$ cat src/rtl/huffman_code_walker.sv
// huffman_code_walker
// Walks every symbol's parent chain in the Huffman node-info table up to the
// root. Each step records one branch bit, and the finished codeword is handed
// downstream over a valid/ready handshake.
//
// Optional build macro: HUFF_WALK_LEVEL_CHECK_EN
//   defined   - each node word's level field must step down by exactly one per
//               parent hop, and the root must be level 0. A mismatch raises err
//               and drops the symbol.
//   undefined - the level field is ignored.
//
// state | meaning
// ------+--------------------------------------------------------------
// IDLE  | waiting for start
// FETCH | read strobe for node cur, one cycle
// EVAL  | node word on rd_data: record branch / emit / skip symbol
// EMIT  | codeword presented, held until code_ready
// DONE  | one-cycle completion pulse, then IDLE

module huffman_code_walker #(
  parameter int NUM_NODES = 7,
  parameter int MAX_DEPTH = 8
) (
  input  logic                 CLK,
  input  logic                 RST,
  input  logic                 start,
  output logic                 busy,
  output logic                 done,
  output logic                 rd_en,
  output logic [3:0]           rd_addr,
  input  logic [12:0]          rd_data,
  output logic                 code_valid,
  input  logic                 code_ready,
  output logic [3:0]           code_sym,
  output logic [MAX_DEPTH-1:0] code_bits,
  output logic [3:0]           code_len,
  output logic                 err
);

  typedef enum logic [2:0] {
    S_IDLE  = 3'd0,
    S_FETCH = 3'd1,
    S_EVAL  = 3'd2,
    S_EMIT  = 3'd3,
    S_DONE  = 3'd4
  } state_t;

  localparam logic [3:0]           LAST_SYM  = 4'(NUM_NODES);
  localparam logic [3:0]           DEPTH_MAX = 4'(MAX_DEPTH);
  localparam logic [MAX_DEPTH-1:0] BIT_ONE   = MAX_DEPTH'(1);

  state_t               state_q, state_nxt;
  logic [3:0]           sym_q, sym_nxt;
  logic [3:0]           cur_q, cur_nxt;
  logic [3:0]           len_q, len_nxt;
  logic [MAX_DEPTH-1:0] bits_q, bits_nxt;
  logic                 err_q, err_nxt;
  logic                 skip;

  // Node word fields
  logic [3:0] rd_lvl;
  logic       rd_branch;
  logic [3:0] rd_par;
  logic [3:0] rd_id;
  logic       is_root;
  logic       parent_bad;
  logic       lvl_bad;

  assign rd_lvl     = rd_data[12:9];
  assign rd_branch  = rd_data[8];
  assign rd_par     = rd_data[7:4];
  assign rd_id      = rd_data[3:0];
  assign is_root    = (rd_id == rd_par);
  assign parent_bad = (rd_par == 4'd0) || (rd_par > LAST_SYM);

`ifdef HUFF_WALK_LEVEL_CHECK_EN
  // Expected level of the next word in the chain. It is one bit wider than the
  // level field so that a hop above level 0 yields a value no 4-bit level can match.
  logic [4:0] lvl_exp_q, lvl_exp_nxt;

  // A word fails the level check if it is not one below the previous hop
  // (first read of a symbol sets the reference), or if it is a root not at 0.
  always_comb begin
    lvl_bad = 1'b0;
    if ((len_q != 4'd0) && ({1'b0, rd_lvl} != lvl_exp_q))
      lvl_bad = 1'b1;
    if (is_root && (rd_lvl != 4'd0))
      lvl_bad = 1'b1;
  end
`else
  logic unused_lvl;

  assign unused_lvl = ^rd_lvl;
  assign lvl_bad    = 1'b0;
`endif

  // State and walk registers
  always_ff @(posedge CLK) begin
    if (RST) begin
      state_q <= S_IDLE;
      sym_q   <= 4'd0;
      cur_q   <= 4'd0;
      len_q   <= 4'd0;
      bits_q  <= '0;
      err_q   <= 1'b0;
`ifdef HUFF_WALK_LEVEL_CHECK_EN
      lvl_exp_q <= 5'd0;
`endif
    end else begin
      state_q <= state_nxt;
      sym_q   <= sym_nxt;
      cur_q   <= cur_nxt;
      len_q   <= len_nxt;
      bits_q  <= bits_nxt;
      err_q   <= err_nxt;
`ifdef HUFF_WALK_LEVEL_CHECK_EN
      lvl_exp_q <= lvl_exp_nxt;
`endif
    end
  end

  // Next-state, datapath update and outputs
  always_comb begin
    state_nxt  = state_q;
    sym_nxt    = sym_q;
    cur_nxt    = cur_q;
    len_nxt    = len_q;
    bits_nxt   = bits_q;
    err_nxt    = err_q;
`ifdef HUFF_WALK_LEVEL_CHECK_EN
    lvl_exp_nxt = lvl_exp_q;
`endif
    skip       = 1'b0;

    busy       = 1'b0;
    done       = 1'b0;
    rd_en      = 1'b0;
    rd_addr    = 4'd0;
    code_valid = 1'b0;
    code_sym   = 4'd0;
    code_bits  = '0;
    code_len   = 4'd0;

    case (state_q)
      S_IDLE: begin
        if (start) begin
          state_nxt = S_FETCH;
          sym_nxt   = 4'd1;
          cur_nxt   = 4'd1;
          len_nxt   = 4'd0;
          bits_nxt  = '0;
          err_nxt   = 1'b0;
        end
      end

      S_FETCH: begin
        busy      = 1'b1;
        rd_en     = 1'b1;
        rd_addr   = cur_q;
        state_nxt = S_EVAL;
      end

      S_EVAL: begin
        busy = 1'b1;
        if (lvl_bad || parent_bad) begin
          err_nxt = 1'b1;
          skip    = 1'b1;
        end else if (is_root) begin
          // A symbol that is itself the root has no codeword.
          if (len_q == 4'd0)
            skip = 1'b1;
          else
            state_nxt = S_EMIT;
        end else if (len_q == DEPTH_MAX) begin
          // Chain longer than a codeword can hold: broken table or a loop.
          err_nxt = 1'b1;
          skip    = 1'b1;
        end else begin
          bits_nxt  = bits_q | ({MAX_DEPTH{rd_branch}} & (BIT_ONE << len_q));
          len_nxt   = len_q + 4'd1;
          cur_nxt   = rd_par;
          state_nxt = S_FETCH;
`ifdef HUFF_WALK_LEVEL_CHECK_EN
          lvl_exp_nxt = {1'b0, rd_lvl} - 5'd1;
`endif
        end
      end

      S_EMIT: begin
        busy       = 1'b1;
        code_valid = 1'b1;
        code_sym   = sym_q;
        code_bits  = bits_q;
        code_len   = len_q;
        if (code_ready)
          skip = 1'b1;
      end

      S_DONE: begin
        done      = 1'b1;
        state_nxt = S_IDLE;
      end

      default: state_nxt = S_IDLE;
    endcase

    // Move to the next symbol, or finish after the last one.
    if (skip) begin
      if (sym_q == LAST_SYM) begin
        state_nxt = S_DONE;
      end else begin
        sym_nxt   = sym_q + 4'd1;
        cur_nxt   = sym_q + 4'd1;
        len_nxt   = 4'd0;
        bits_nxt  = '0;
        state_nxt = S_FETCH;
      end
    end
  end

  assign err = err_q;

endmodule

$ cat config.mk
export PLATFORM = sky130hd
export DESIGN_NAME = huffman_code_walker
export DESIGN_NICKNAME = d
export VERILOG_FILES = /design/src/rtl/huffman_code_walker.sv
export SDC_FILE = /design/constraint.sdc
export NUM_CORES = 1
export LEC_CHECK = 0
export CAP_MARGIN = 20
export CORE_MARGIN = 2
export CORE_UTILIZATION = 48
export CTS_CLUSTER_DIAMETER = 120
export CTS_CLUSTER_SIZE = 25
export DETAILED_ROUTE_END_ITERATION = 12
export PLACE_DENSITY = 0.79
export SLEW_MARGIN = 20
export SYNTH_ARGS = -nofsm -noshare
export SYNTH_HDL_FRONTEND = slang
export SYNTH_SLANG_ARGS = --single-unit
$ cat constraint.sdc
create_clock -name CLK -period 2.52 [get_ports CLK]
set_input_delay 0.378 -clock CLK [delete_from_list [all_inputs] [get_ports CLK]]
set_output_delay 0.378 -clock CLK [all_outputs]
set_load 0.05 [all_outputs]
==> metrics.yaml <==
status:
  outcome: "completed"
layout:
  final_nets: 254
  final_layout_size_suffix_gt1_share_pct: 20.52
  diodes: 0
  area_growth_pct: 28.16
  fin_util_pct: 65.32
logic_synthesis:
  yosysWarnings: 0
  synth_top_area_share_pct: 30.38
  syn-num-nets: 213
  ys_seq_area_share_pct: 30.38
  synth_common_cells: "dfxtp_1 (24), and2_1 (21), a21oi_1 (17)"
  synth.avg_cell_area_um2: 8.368
  synth-seq-cells: 24
  synthTopCellsByArea: "dfxtp_1 (30%), and2_1 (8.3%), ha_1 (5.5%)"
  synthFlopType: "dfxtp_1"
  synth_edf_count: 0
  netlist_area_um2: 1582
  async_reset_ff_share_pct: 0
  synth_most_common_cell: "dfxtp_1"
  synth.distinct_cells: 51
  syn_inst: 189
  yosysTopAreaCell: "dfxtp_1"
clock_network:
  post_cts_buffers: 0
  clk_pin_slew_ns: 0.14
  clockBufferDepth: 2
  cts-root-buf: "clkbuf_4"
  htreeDepth: 1
  cts_tree: "yes"
  clock_latency_ns: 0.33
  cts_made_buffers: 3
  cts_sinks: 24
power_and_ir_drop:
  irDropWorstVdd_v: 0.0003346
  p_leak_nw: 0.8263
  power.density_nw_per_um2: 469.8
die:
  start_util_pct: 50.97
  core_um2: 3103
  die_area_um2: 3770
  fp-row-count: 20
  pin_count: 42
  die_x_um: 61.40
  die_h_um: 61.40
detailed_routing:
  ant_nets: 0
  vias: 1611
  drt-wirelength-per-cell_um: 15.70
  drc: 0
  drtIter0Drc: 64
  viasPerCell: 5.901
  dr.pass1.iters: 4
  finalWirelength_um: 4287
placed_design:
  port_buffers: 37
  gp_congestion: 0.9307
  place_ws_ns: 0.1579
  hpwl_um: 3288
flow_run:
  max-cap-violations: 0
critical_path:
  path_class: "reg -> out"
  required_ns: 2.14
  cp_data_arrival_time_ns: 1.92
  setup.worst_path.start_class: "register"
  cp-end-kind: "primary output"
  cp_max_fo: 19
timing:
  slew_headroom_pct: 62.97
  fmaxAchievable_mhz: 434.5
  period_share_pct: 91.33
  fin_ws_ns: 0.2186
  fin_skew_ns: 0.003607
  worst_pin_slew_ns: 0.5504
  period_needed_ns: 2.301
  finalHoldViolations: 0
  holdWs_ns: 0.4605
  slew_violations: 0
  setup_viol: 0
  setup_tns_ns: 0
  rsz0062_at_grt: "no"
global_route:
  grt_max_degree: 20
  antenna_found_initial: 0
  grt_usage_pct: 24.34
  grt_pass1_wl_um: 6886
  grt_pass1_vias: 1504
  gr-total-overflow: 0
hold_path:
  min_path_type: "reg -> reg"
## cells by family (layout without fill, tap and decap cells)
logic type	count (synthesis)	count (layout)	synth area share [%]
compound gates	50	50	21.52
xor+xnor	6	6	3.323
fa+ha+maj	7	7	5.538
buf+inv	14	54	4.430
flops	24	24	30.38
mux	3	3	2.294
simple gates	85	85	32.52
## where the power goes
group          switching, mW  total [mW]  internal [mW]  leakage (nW)
logic                  0.144       0.245          0.101         0.604
clock network          0.129       0.290          0.161        0.0279
registers             0.0225       0.418          0.395         0.195
## critical path, cell delays in order, from the launching register on
cell and delay [ns]:
dfxtp_1 0.58, and3b_1 0.59, and2_1 0.22, buf_4 0.20
## per-layer routing
metal | routed length, um | vias up | global-route usage [%]
met3 | 219 | 7 | 3.151
met5 | 0 | - | 0
met2 | 2104 | 58 | 41.79
li1 | - | 776 | -
met4 | 57 | 0 | 7.295
met1 | 1905 | 770 | 31.92
## placed cells by master (no fill, tap or decap), types with 2 or more instances in the layout
cell type and count:
a211oi_1 5, a21boi_0 2, a21oi_1 17, a31oi_1 3, a32oi_1 5, and2_1 21
and3_1 2, and3b_1 2, and4_1 2, buf_4 30, clkbuf_4 3, clkdlybuf4s50_1 15
dfxtp_1 24, ha_1 7, inv_1 4, nand2_1 11, nand2b_1 3, nand3_1 3
nand3b_1 3, nand4_1 7, nor2_1 11, nor2b_1 3, nor3_1 4, nor3b_1 2
nor4_1 2, o211ai_1 3, o21ai_0 5, xnor2_1 5
## sequential cells by signal (all words and copies together) (netlist names)
register and flops:
bits_q 8, state_q 3, cur_q 4, len_q 4
err 1, sym_q 4
## cell type report
cell class,count,area (um2)
Fill cell,282,1076
Timing Repair Buffer,46,387.9
Clock inverter,1,30.03
Sequential cell,24,480.5
Multi-Input combinational cell,151,1036
Inverter,4,15.01
Clock buffer,3,22.52
Tap cell,44,55.05
## stage by stage
stage / power, mW / std cells / cell area, um2
final: 0.9522 / 273 / 2027
after global routing: 0.9918 / 273 / 2027
after CTS: 0.9508 / 273 / 2024
after detailed placement: 0.6669 / 269 / 1972
after global placement: 0.6635 / 269 / 1972
after floorplan: 0.5819 / 189 / 1587
## worst paths after layout
kind,slack [ns],from,cells after the start,to
hold reg to reg,0.46,bits_q[2],2,bits_q[2]
setup reg to reg,0.34,len_q[0],7,cur_q[0]
hold / removal,0.46,bits_q[2],2,bits_q[2]
setup / recovery,0.22,state_q[1],3,code_bits[6]
## what timing repair did
action                                 CTS  global route
endpoints found under the hold margin    0             0
gates resized for setup                  0             1
hold buffers                             0             0
setup endpoints to repair                0             1
Power figures use the tool's default switching activity.
